## config.mk

```make
export PLATFORM = sky130hd
export DESIGN_NAME = weight_loader
export DESIGN_NICKNAME = d
export VERILOG_FILES = /design/src/rtl/weight_loader_pkg.sv /design/src/rtl/weight_fifo2.sv /design/src/rtl/weight_loader.sv
export SDC_FILE = /design/constraint.sdc
export NUM_CORES = 1
export LEC_CHECK = 0
export ABC_AREA = 1
export BUFFER_PORTS_ARGS = -buffer_cell sky130_fd_sc_hd__buf_4
export CAP_MARGIN = 30
export CORE_MARGIN = 10
export CORE_UTILIZATION = 35
export CTS_CLUSTER_DIAMETER = 40
export DETAILED_ROUTE_END_ITERATION = 8
export PLACE_DENSITY_LB_ADDON = 0.1
export SLEW_MARGIN = 20
export SYNTH_ARGS = -nofsm -noshare
export SYNTH_HDL_FRONTEND = slang
export SYNTH_HIERARCHICAL = 1
export SYNTH_SLANG_ARGS = --single-unit
```

## constraint.sdc

```tcl
create_clock -name clk -period 4.9 [get_ports clk]
set_input_delay 0.245 -clock clk [delete_from_list [all_inputs] [get_ports clk]]
set_output_delay 0.245 -clock clk [all_outputs]
set_load 0.05 [all_outputs]
```

## src/rtl/weight_loader_pkg.sv

```systemverilog
// Shared widths and FSM encoding for the weight loader.
package weight_loader_pkg;

  localparam int unsigned WL_ADDR_W     = 16;
  localparam int unsigned WL_DATA_W     = 32;
  localparam int unsigned WL_CNT_W      = 12;
  localparam int unsigned WL_FIFO_DEPTH = 2;

  typedef enum logic [1:0] {
    ST_IDLE  = 2'd0,
    ST_FETCH = 2'd1,
    ST_DRAIN = 2'd2
  } wl_state_e;

endpackage

```

## src/rtl/weight_fifo2.sv

```systemverilog
// Two-entry FIFO holding returned SRAM words (payload + last flag) in issue order.
module weight_fifo2 #(
  parameter int unsigned WIDTH = 33
) (
  input  logic             clk,
  input  logic             rst,
  input  logic             i_push,
  input  logic [WIDTH-1:0] i_data,
  input  logic             i_pop,
  output logic             o_valid,
  output logic [WIDTH-1:0] o_data,
  output logic [1:0]       o_count
);

  logic [1:0][WIDTH-1:0] r_mem;
  logic                  r_wr_ptr;
  logic                  r_rd_ptr;
  logic [1:0]            r_count;
  logic                  w_push_ok;
  logic                  w_pop_ok;

  // A push into a full FIFO is accepted only when the head leaves in the same cycle.
  assign w_pop_ok  = i_pop && (r_count != 2'd0);
  assign w_push_ok = i_push && ((r_count != 2'd2) || w_pop_ok);

  always_ff @(posedge clk or posedge rst) begin
    if (rst) begin
      r_mem    <= '0;
      r_wr_ptr <= 1'b0;
      r_rd_ptr <= 1'b0;
      r_count  <= 2'd0;
    end else begin
      if (w_push_ok) begin
        r_mem[r_wr_ptr] <= i_data;
        r_wr_ptr        <= ~r_wr_ptr;
      end
      if (w_pop_ok) begin
        r_rd_ptr <= ~r_rd_ptr;
      end
      case ({w_push_ok, w_pop_ok})
        2'b10:   r_count <= 2'(r_count + 2'd1);
        2'b01:   r_count <= 2'(r_count - 2'd1);
        default: r_count <= r_count;
      endcase
    end
  end

  assign o_valid = (r_count != 2'd0);
  assign o_data  = r_mem[r_rd_ptr];
  assign o_count = r_count;

endmodule

```

## src/rtl/weight_loader.sv

```systemverilog
// Streams a run of 32-bit weight words from a synchronous SRAM into a
// valid/ready sink, keeping at most two words buffered or in flight.
module weight_loader
  import weight_loader_pkg::*;
#(
  parameter int unsigned ADDR_W = WL_ADDR_W,
  parameter int unsigned DATA_W = WL_DATA_W,
  parameter int unsigned CNT_W  = WL_CNT_W
) (
  input  logic              clk,
  input  logic              rst,
  input  logic              start,
  input  logic [ADDR_W-1:0] base_addr,
  input  logic [CNT_W-1:0]  num_words,
  output logic              busy,
  output logic              done,
  output logic              sram_wen,
  output logic [ADDR_W-1:0] sram_addr,
  input  logic [DATA_W-1:0] sram_q,
  output logic              w_valid,
  input  logic              w_ready,
  output logic [DATA_W-1:0] w_data,
  output logic              w_last
);

  localparam int unsigned FIFO_W = DATA_W + 1;

  wl_state_e         r_state;
  wl_state_e         w_state_nxt;
  logic [ADDR_W-1:0] r_next_addr;
  logic [ADDR_W-1:0] r_hold_addr;
  logic [CNT_W-1:0]  r_num;
  logic [CNT_W-1:0]  r_issued;
  logic              r_inflight;
  logic              r_inflight_last;
  logic              r_done_empty;

  logic [ADDR_W-1:0] w_issue_addr;
  logic              w_issue;
  logic              w_issue_last;
  logic              w_accept;
  logic              w_empty_req;
  logic              w_pop;
  logic              w_credit_ok;
  logic [2:0]        w_used;
  logic [1:0]        w_fifo_count;
  logic [FIFO_W-1:0] w_head;
  logic              w_fifo_valid;

  // Credits: buffered words plus the word returning this cycle, less any word leaving now.
  assign w_pop       = w_fifo_valid && w_ready;
  assign w_used      = 3'(w_fifo_count) + 3'(r_inflight);
  assign w_credit_ok = (3'(w_used - 3'(w_pop)) < 3'(WL_FIFO_DEPTH));

  always_ff @(posedge clk or posedge rst) begin
    if (rst) begin
      r_state <= ST_IDLE;
    end else begin
      r_state <= w_state_nxt;
    end
  end

  always_comb begin
    w_state_nxt  = r_state;
    w_issue      = 1'b0;
    w_issue_addr = r_next_addr;
    w_issue_last = (r_issued == CNT_W'(r_num - CNT_W'(1)));
    w_accept     = 1'b0;
    w_empty_req  = 1'b0;
    unique case (r_state)
      ST_IDLE: begin
        if (start) begin
          if (num_words == '0) begin
            w_empty_req = 1'b1;
          end else begin
            w_accept     = 1'b1;
            w_issue      = 1'b1;
            w_issue_addr = base_addr;
            w_issue_last = (num_words == CNT_W'(1));
            w_state_nxt  = ST_FETCH;
          end
        end
      end
      ST_FETCH: begin
        if (r_issued == r_num) begin
          w_state_nxt = ST_DRAIN;
        end else if (w_credit_ok) begin
          w_issue = 1'b1;
          if (w_issue_last) begin
            w_state_nxt = ST_DRAIN;
          end
        end
      end
      ST_DRAIN: begin
        if (w_pop && w_last) begin
          w_state_nxt = ST_IDLE;
        end
      end
      default: w_state_nxt = ST_IDLE;
    endcase
  end

  always_ff @(posedge clk or posedge rst) begin
    if (rst) begin
      r_next_addr     <= '0;
      r_hold_addr     <= '0;
      r_num           <= '0;
      r_issued        <= '0;
      r_inflight      <= 1'b0;
      r_inflight_last <= 1'b0;
      r_done_empty    <= 1'b0;
    end else begin
      r_done_empty    <= w_empty_req;
      r_inflight      <= w_issue;
      r_inflight_last <= w_issue && w_issue_last;
      if (w_accept) begin
        r_num <= num_words;
      end
      if (w_issue) begin
        r_hold_addr <= w_issue_addr;
        r_next_addr <= ADDR_W'(w_issue_addr + ADDR_W'(4));
        r_issued    <= w_accept ? CNT_W'(1) : CNT_W'(r_issued + CNT_W'(1));
      end
    end
  end

  // SRAM samples the address at the end of the issue cycle; data returns the next cycle.
  weight_fifo2 #(
    .WIDTH (FIFO_W)
  ) u_fifo (
    .clk     (clk),
    .rst     (rst),
    .i_push  (r_inflight),
    .i_data  ({r_inflight_last, sram_q}),
    .i_pop   (w_pop),
    .o_valid (w_fifo_valid),
    .o_data  (w_head),
    .o_count (w_fifo_count)
  );

  assign sram_wen  = 1'b0;
  assign sram_addr = w_issue ? w_issue_addr : r_hold_addr;
  assign busy      = (r_state != ST_IDLE);
  assign w_valid   = w_fifo_valid;
  assign w_data    = w_head[DATA_W-1:0];
  assign w_last    = w_fifo_valid && w_head[DATA_W];
  assign done      = r_done_empty || ((r_state == ST_DRAIN) && w_pop && w_last);

endmodule

```

# [After elaboration in Yosys (flattened, before gate mapping)]
# Cells that the tools add are included.
[classes] add_sub_neg=7 bitwise_logic=2 eq_ne=13 reduce_logical=17 magnitude_cmp=4 n_mux=30
[ops] cell="two-way mux 33 bit" n=3
[ops] cell="bitwise mux 66 bit" n=1
[ops] cell="two-way mux 16 bit" n=4
[ops] cell="demux 33 bit (select 1 bit)" n=1
[ops] cell="== test 12 bit" n=2
[ops] cell="adder 16 x 3 -> 16 bit, second input constant" n=1
[ops] cell="adder 12 x 1 -> 12 bit, second input constant" n=1
[ops] cell="== test 12 x 1 -> 1 bit, second input constant" n=1
[ops] cell="logical NOT 12 bit" n=1
[ops] cell="two-way mux 12 bit" n=1
[ops] cell="two-way mux 2 bit" n=6
[ops] cell="subtractor 12 x 1 -> 12 bit, second input constant" n=1
[ops] cell="two-way mux 1 bit" n=11
[ops] cell="logical AND 1 bit" n=9
[ops] cell="inequality test 2 bit, second input constant" n=4
[ops] cell="inequality test 3 bit, second input constant" n=2
[ops] cell="case mux 2 bit (3 select lines)" n=1
[ops] cell="nonzero test 2 bit" n=3
[ops] cell="AND reduction 5 bit" n=1
[ops] cell="== test 2 x 1 -> 1 bit, second input constant" n=2
[ops] cell="== test 2 bit, second input constant" n=2
[ops] cell="< comparator 1 x 2 -> 1 bit, second input constant" n=2
[ops] cell="case mux 2 bit (2 select lines)" n=1
[ops] cell="adder 2 x 1 -> 3 bit" n=1
[ops] cell="other kinds (9)" n=11
[totals] in_bits=64 out_inout_bits=53 word_cells=86 regBits=131

# [Longest topological paths before layout]
[logic_depth] ltp_word=8 mapped_depth=16 mapped_depth_nobuf=15

# [Cells and area by module]
# Netlist, hierarchy kept.
[modules_own_cells] module="weight_loader" area_per_inst_um2=3873.7 instances=1 seq_area_each_um2=1526.5 cells_each=543
[modules_own_cells] module="weight_fifo2" area_per_inst_um2=3427.0 instances=1 seq_area_each_um2=1751.7 cells_each=427

# [Worst setup path before layout]
# Ideal clock, no wire load.
[synth_timing] path_kind="register to register" start="register u_fifo.r_count[1] (netlist: u_fifo/o_count[1])" end="register r_hold_addr[10]" arrival_time_ps=3673 stages_incl_launch_ff=14 period_less_slack_ps=3921 setup_slack_ps=979 setup_ps=248 cell_sequence="dfrtp_1 -> inv_1 -> nand2_1 -> nand2_1 -> inv_1 -> ha_1 -> nor2_1 -> fa_1 -> nor2_1 -> nand3_2 -> nand2_2 -> inv_2 -> clkbuf_1 -> o21ai_0"
[synth_via] elab_chain_len=8 elab_cells_between_ends=9 classes_between="2 x add/sub; 1 x order compare; 4 x mux; 2 x reduce/logical"
[synth_lines] element="start, declared" line_no="weight_fifo2.sv:18" source="logic [1:0] r_count;"
[synth_lines] element="start signal, assigned" line_no="weight_fifo2.sv:41" source="2'b10: r_count <= 2'(r_count + 2'd1);"
[synth_lines] element="start signal, assigned" line_no="weight_fifo2.sv:42" source="2'b01: r_count <= 2'(r_count - 2'd1);"
[synth_lines] element="start signal, assigned" line_no="weight_fifo2.sv:43" source="default: r_count <= r_count;"
[synth_lines] element="nonzero test 2 bit" line_no="weight_fifo2.sv:48" source="assign o_valid = (r_count != 2'd0);"
[synth_lines] element="via w_valid" line_no="weight_loader.sv:20" source="output logic w_valid,"
[synth_lines] element="logical AND 1 bit" line_no="weight_loader.sv:51" source="assign w_pop = w_fifo_valid && w_ready;"
[synth_lines] element="via w_pop" line_no="weight_loader.sv:43" source="logic w_pop;"
[synth_lines] element="subtractor 3 x 1 -> 3 bit" line_no="weight_loader.sv:53" source="assign w_credit_ok = (3'(w_used - 3'(w_pop)) < 3'(WL_FIFO_DEPTH));"
[synth_lines] element="< comparator 3 x 2 -> 1 bit" line_no="weight_loader.sv:53"
[synth_lines] element="two-way mux 1 bit" line_no="weight_loader.sv:87" source="end else if (w_credit_ok) begin"
[synth_lines] element="two-way mux 1 bit" line_no="weight_loader.sv:85" source="if (r_issued == r_num) begin"
[synth_lines] element="case mux 1 bit (2 select lines)" line_no="weight_loader.sv:70" source="unique case (r_state)"
[synth_lines] element="two-way mux 16 bit"
[synth_lines] element="via sram_addr[10]" line_no="weight_loader.sv:18" source="output logic [ADDR_W-1:0] sram_addr,"
[synth_lines] element="end signal, assigned" line_no="weight_loader.sv:120" source="r_hold_addr <= w_issue_addr;"
[synth_lines] element="end, declared" line_no="weight_loader.sv:31" source="logic [ADDR_W-1:0] r_hold_addr;"
# The timed path passes the listed nets, and every way through them passes these cells.
# A chain may end at the register's enable or synchronous reset.

# [Worst setup path in the final report]
[layout_timing] start="register u_fifo.r_count[1] (netlist: u_fifo/o_count[1])" end="output sram_addr[5]"
[layout_via] elab_chain_len=8 elab_cells_between_ends=9 classes_between="2 x add/sub; 1 x order compare; 4 x mux; 2 x reduce/logical"
[layout_lines] element="nonzero test 2 bit" line_no="weight_fifo2.sv:48"
[layout_lines] element="logical AND 1 bit" line_no="weight_loader.sv:51"
[layout_lines] element="via w_pop" line_no="weight_loader.sv:43"
[layout_lines] element="subtractor 3 x 1 -> 3 bit" line_no="weight_loader.sv:53"
[layout_lines] element="< comparator 3 x 2 -> 1 bit" line_no="weight_loader.sv:53"
[layout_lines] element="two-way mux 1 bit" line_no="weight_loader.sv:87"
[layout_lines] element="two-way mux 1 bit" line_no="weight_loader.sv:85"
[layout_lines] element="case mux 1 bit (2 select lines)" line_no="weight_loader.sv:70"
[layout_lines] element="two-way mux 16 bit"
[layout_lines] element="end, declared" line_no="weight_loader.sv:18"
# The timed path passes the listed nets, and every way through them passes these cells.

==> metrics.txt <==
run status finished clean; synth-to-layout area growth 21.1%; 1st-iter DRT viols approximately 400; largest net degree at the start of global routing 70; total track usage between 15 and 20%; Die W 164 µm; TritonCTS clock tree done; Max Slew Vio Count 0; min Tclk post-route 3.88 ns; fin util 43.4%; Cells after Synth 970; CP max FO 40; CTS hold repair buffers 1; Setup WS post-layout between 1 and 1.5 ns; Port Buf Inserts 115; net count after synthesis 1040; Routed WL per cell 15.3 µm; EDFF count, synth 0; share of cells above drive strength 1 between 10% and 20%; Final Cell Area 0.00884 mm²; via count about 6400; Max VDD drop 0.576 mV; Die ar. 0.0270 mm²; Seq cells post-synth 131; row count 52; RePlAce Congestion 0.812; setup bufs post-CTS 0; Tot Pwr 7.24 mW; CP Launch Type register; pwr dens 819 mW/mm²; most common cell after layout, fill and taps aside nand2_1; Cell Area, Synth between 0.007 and 0.008 mm²; Ant. Diodes 0; Final Hold Slack roughly 0.048 ns; Vias/cell 4.77; Top FF cell, synth dfrtp_1; placed insts between 1000 and 1500; post-synth top area share 44.9%; dpl cell area a little over 0.008 mm²; DR pass1 iterations 4; pre-CTS setup slack between 1 and 1.5 ns; Synth area leaders dfrtp_1, nand2_1, nand4_1, nand3_1, inv_1; asr flop ratio synth 100%; CTS-repair resized insts 0; CP required roughly 4.7 ns; worst hold path class in2reg; initial antenna violation count 0; skew final 0.0121 ns; Hold Vio Cnt, Final 0; warning count from the yosys run 6; Placeable Area 0.0204 mm²; NumNets Final approximately 1100; Synth area leader dfrtp_1; H-Tree Depth 4; library cells used by synthesis 40; Max Cap Violations 0; GR Overflow Total 0; Slew headroom 44.0%; ANT nets after route 0; Setup Crit Path Kind reg2out; Top Ports 117; sequential area share after synthesis 44.9%; vias in the first global route 6477; commonest non-fill, non-tap cells in the layout nand2_1, dfrtp_1, buf_4; Static Leak roughly 4.6 nW; # DRC 0; root buffer cell clkbuf_16; Initial Utilization 35.9%; post-DP HPWL 13700 µm; Tcrit/Tclk final 79.1%; Worst Setup End Kind output port; later-pin clock latency in the skew report 0.42 ns; Finished Layout Cells approximately 1300; fmax 258 MHz; # fillers ~2200; final setup fails 0; Slew @ Worst Pin 0.840 ns; setup_tns 0 ns; TritonCTS Buffers 17; chip height approximately 160 µm; Clk pin slew, worst setup/hold paths 0.06 ns; Clock Sinks 131; maximum clock insertion buffer count 2; first-pass GRT wire length 33700 µm; CP arrival 3.63 ns; Total Wirelength 20500 µm; Avg Cell Area, Syn approximately 7.5 µm²; RSZ-0062 raised after global routing no
[cell families after synthesis]
family / after synthesis / share of synthesized area [%]
AOI/OAI and AO/OA: 49 / 3.53
DFF: 131 / 44.9
buffers and inverters: 125 / 8.52
other: 1 / 0.0514
xor gates and xnor gates: 17 / 2.04
adders and majority gates: 6 / 1.13
and+or+nand+nor: 641 / 39.8
[cell type report]
type / count / area (µm²) / area share, %
inverters: 73 / 274 / 3.10
clock inverters: 14 / 201 / 2.28
flip-flops and latches: 131 / 3280 / 37.1
repair buffers: 122 / 918 / 10.4
well taps: 270 / 338 / 3.82
multi-input cells: 714 / 3400 / 38.5
clock buffers: 18 / 429 / 4.85
[per-layer routing]
metal | share of wire (%) | vias up | GRT usage, %
met1 | 48 | 2963 | 20.4
met5 | 0 | - | 0
li1 | - | 3289 | -
met2 | 45 | 143 | 24.7
met4 | 0.88 | 0 | 4.39
met3 | 5.8 | 12 | 4.06
[flip-flops by register name (all words and copies together), names as in the netlist]
name             flops
u_fifo/r_wr_ptr      1
u_fifo/r_rd_ptr      1
r_hold_addr         16
r_state              2
u_fifo/o_count       2
r_done_empty         1
u_fifo/r_mem        66
r_inflight           1
r_inflight_last      1
r_issued            12
r_num               12
r_next_addr         16
[worst max-delay path, stage by stage (launching register included)]
cell     delay (ns)
dfrtp_1        0.44
inv_1          0.10
nand2_1        0.10
nand2_1        0.08
inv_1          0.08
ha_1           0.29
nor2_1         0.13
fa_1           0.42
nor2_1         0.25
nand3_2        0.17
nand2_2        0.24
inv_2          0.32
o21ai_0        0.34
buf_4          0.25
[power by group]
part / total (mW) / leakage [nW] / internal (mW) / switching (mW)
clock: 1.36 / 0.301 / 0.858 / 0.505
combinational: 3.99 / 2.65 / 1.13 / 2.86
sequential: 1.88 / 1.65 / 1.56 / 0.327
[synthesized netlist by cell type, types with 3 or more instances]
| cell type | n |
|---|---|
| dfrtp_1 | 131 |
| a21oi_1 | 9 |
| buf_8 | 4 |
| xor2_1 | 10 |
| nand4_1 | 73 |
| nand3_4 | 4 |
| clkbuf_1 | 8 |
| nor2_1 | 57 |
| nand2_1 | 398 |
| o21ai_0 | 29 |
| nand3_1 | 57 |
| buf_2 | 28 |
| buf_4 | 7 |
| ha_1 | 5 |
| nand2_4 | 7 |
| inv_1 | 59 |
| nor2_4 | 4 |
| or2_2 | 3 |
| xnor2_1 | 7 |
| nor3_1 | 11 |
| nor2_2 | 4 |
| nand2_2 | 16 |
| o21ai_1 | 6 |
| buf_6 | 4 |
| inv_2 | 13 |
[worst paths after layout]
| path | startpoint | to | slack (ns) | cells past startpoint |
|---|---|---|---|---|
| max | u_fifo/o_count[1] | sram_addr[5] | 1.02 | 13 |
| min | base_addr[0] | r_next_addr[0] | 0.05 | 3 |
| max reg2reg | u_fifo/o_count[1] | r_next_addr[13] | 1.82 | 14 |
| min reg2reg | u_fifo/r_mem[4] | u_fifo/r_mem[4] | 0.47 | 2 |
| max in group asynchronous | rst | u_fifo/r_mem[53] | 3.39 | 4 |
| min in group asynchronous | rst | u_fifo/r_mem[5] | 0.50 | 3 |
Note: power is estimated with default switching activity, not from simulation.
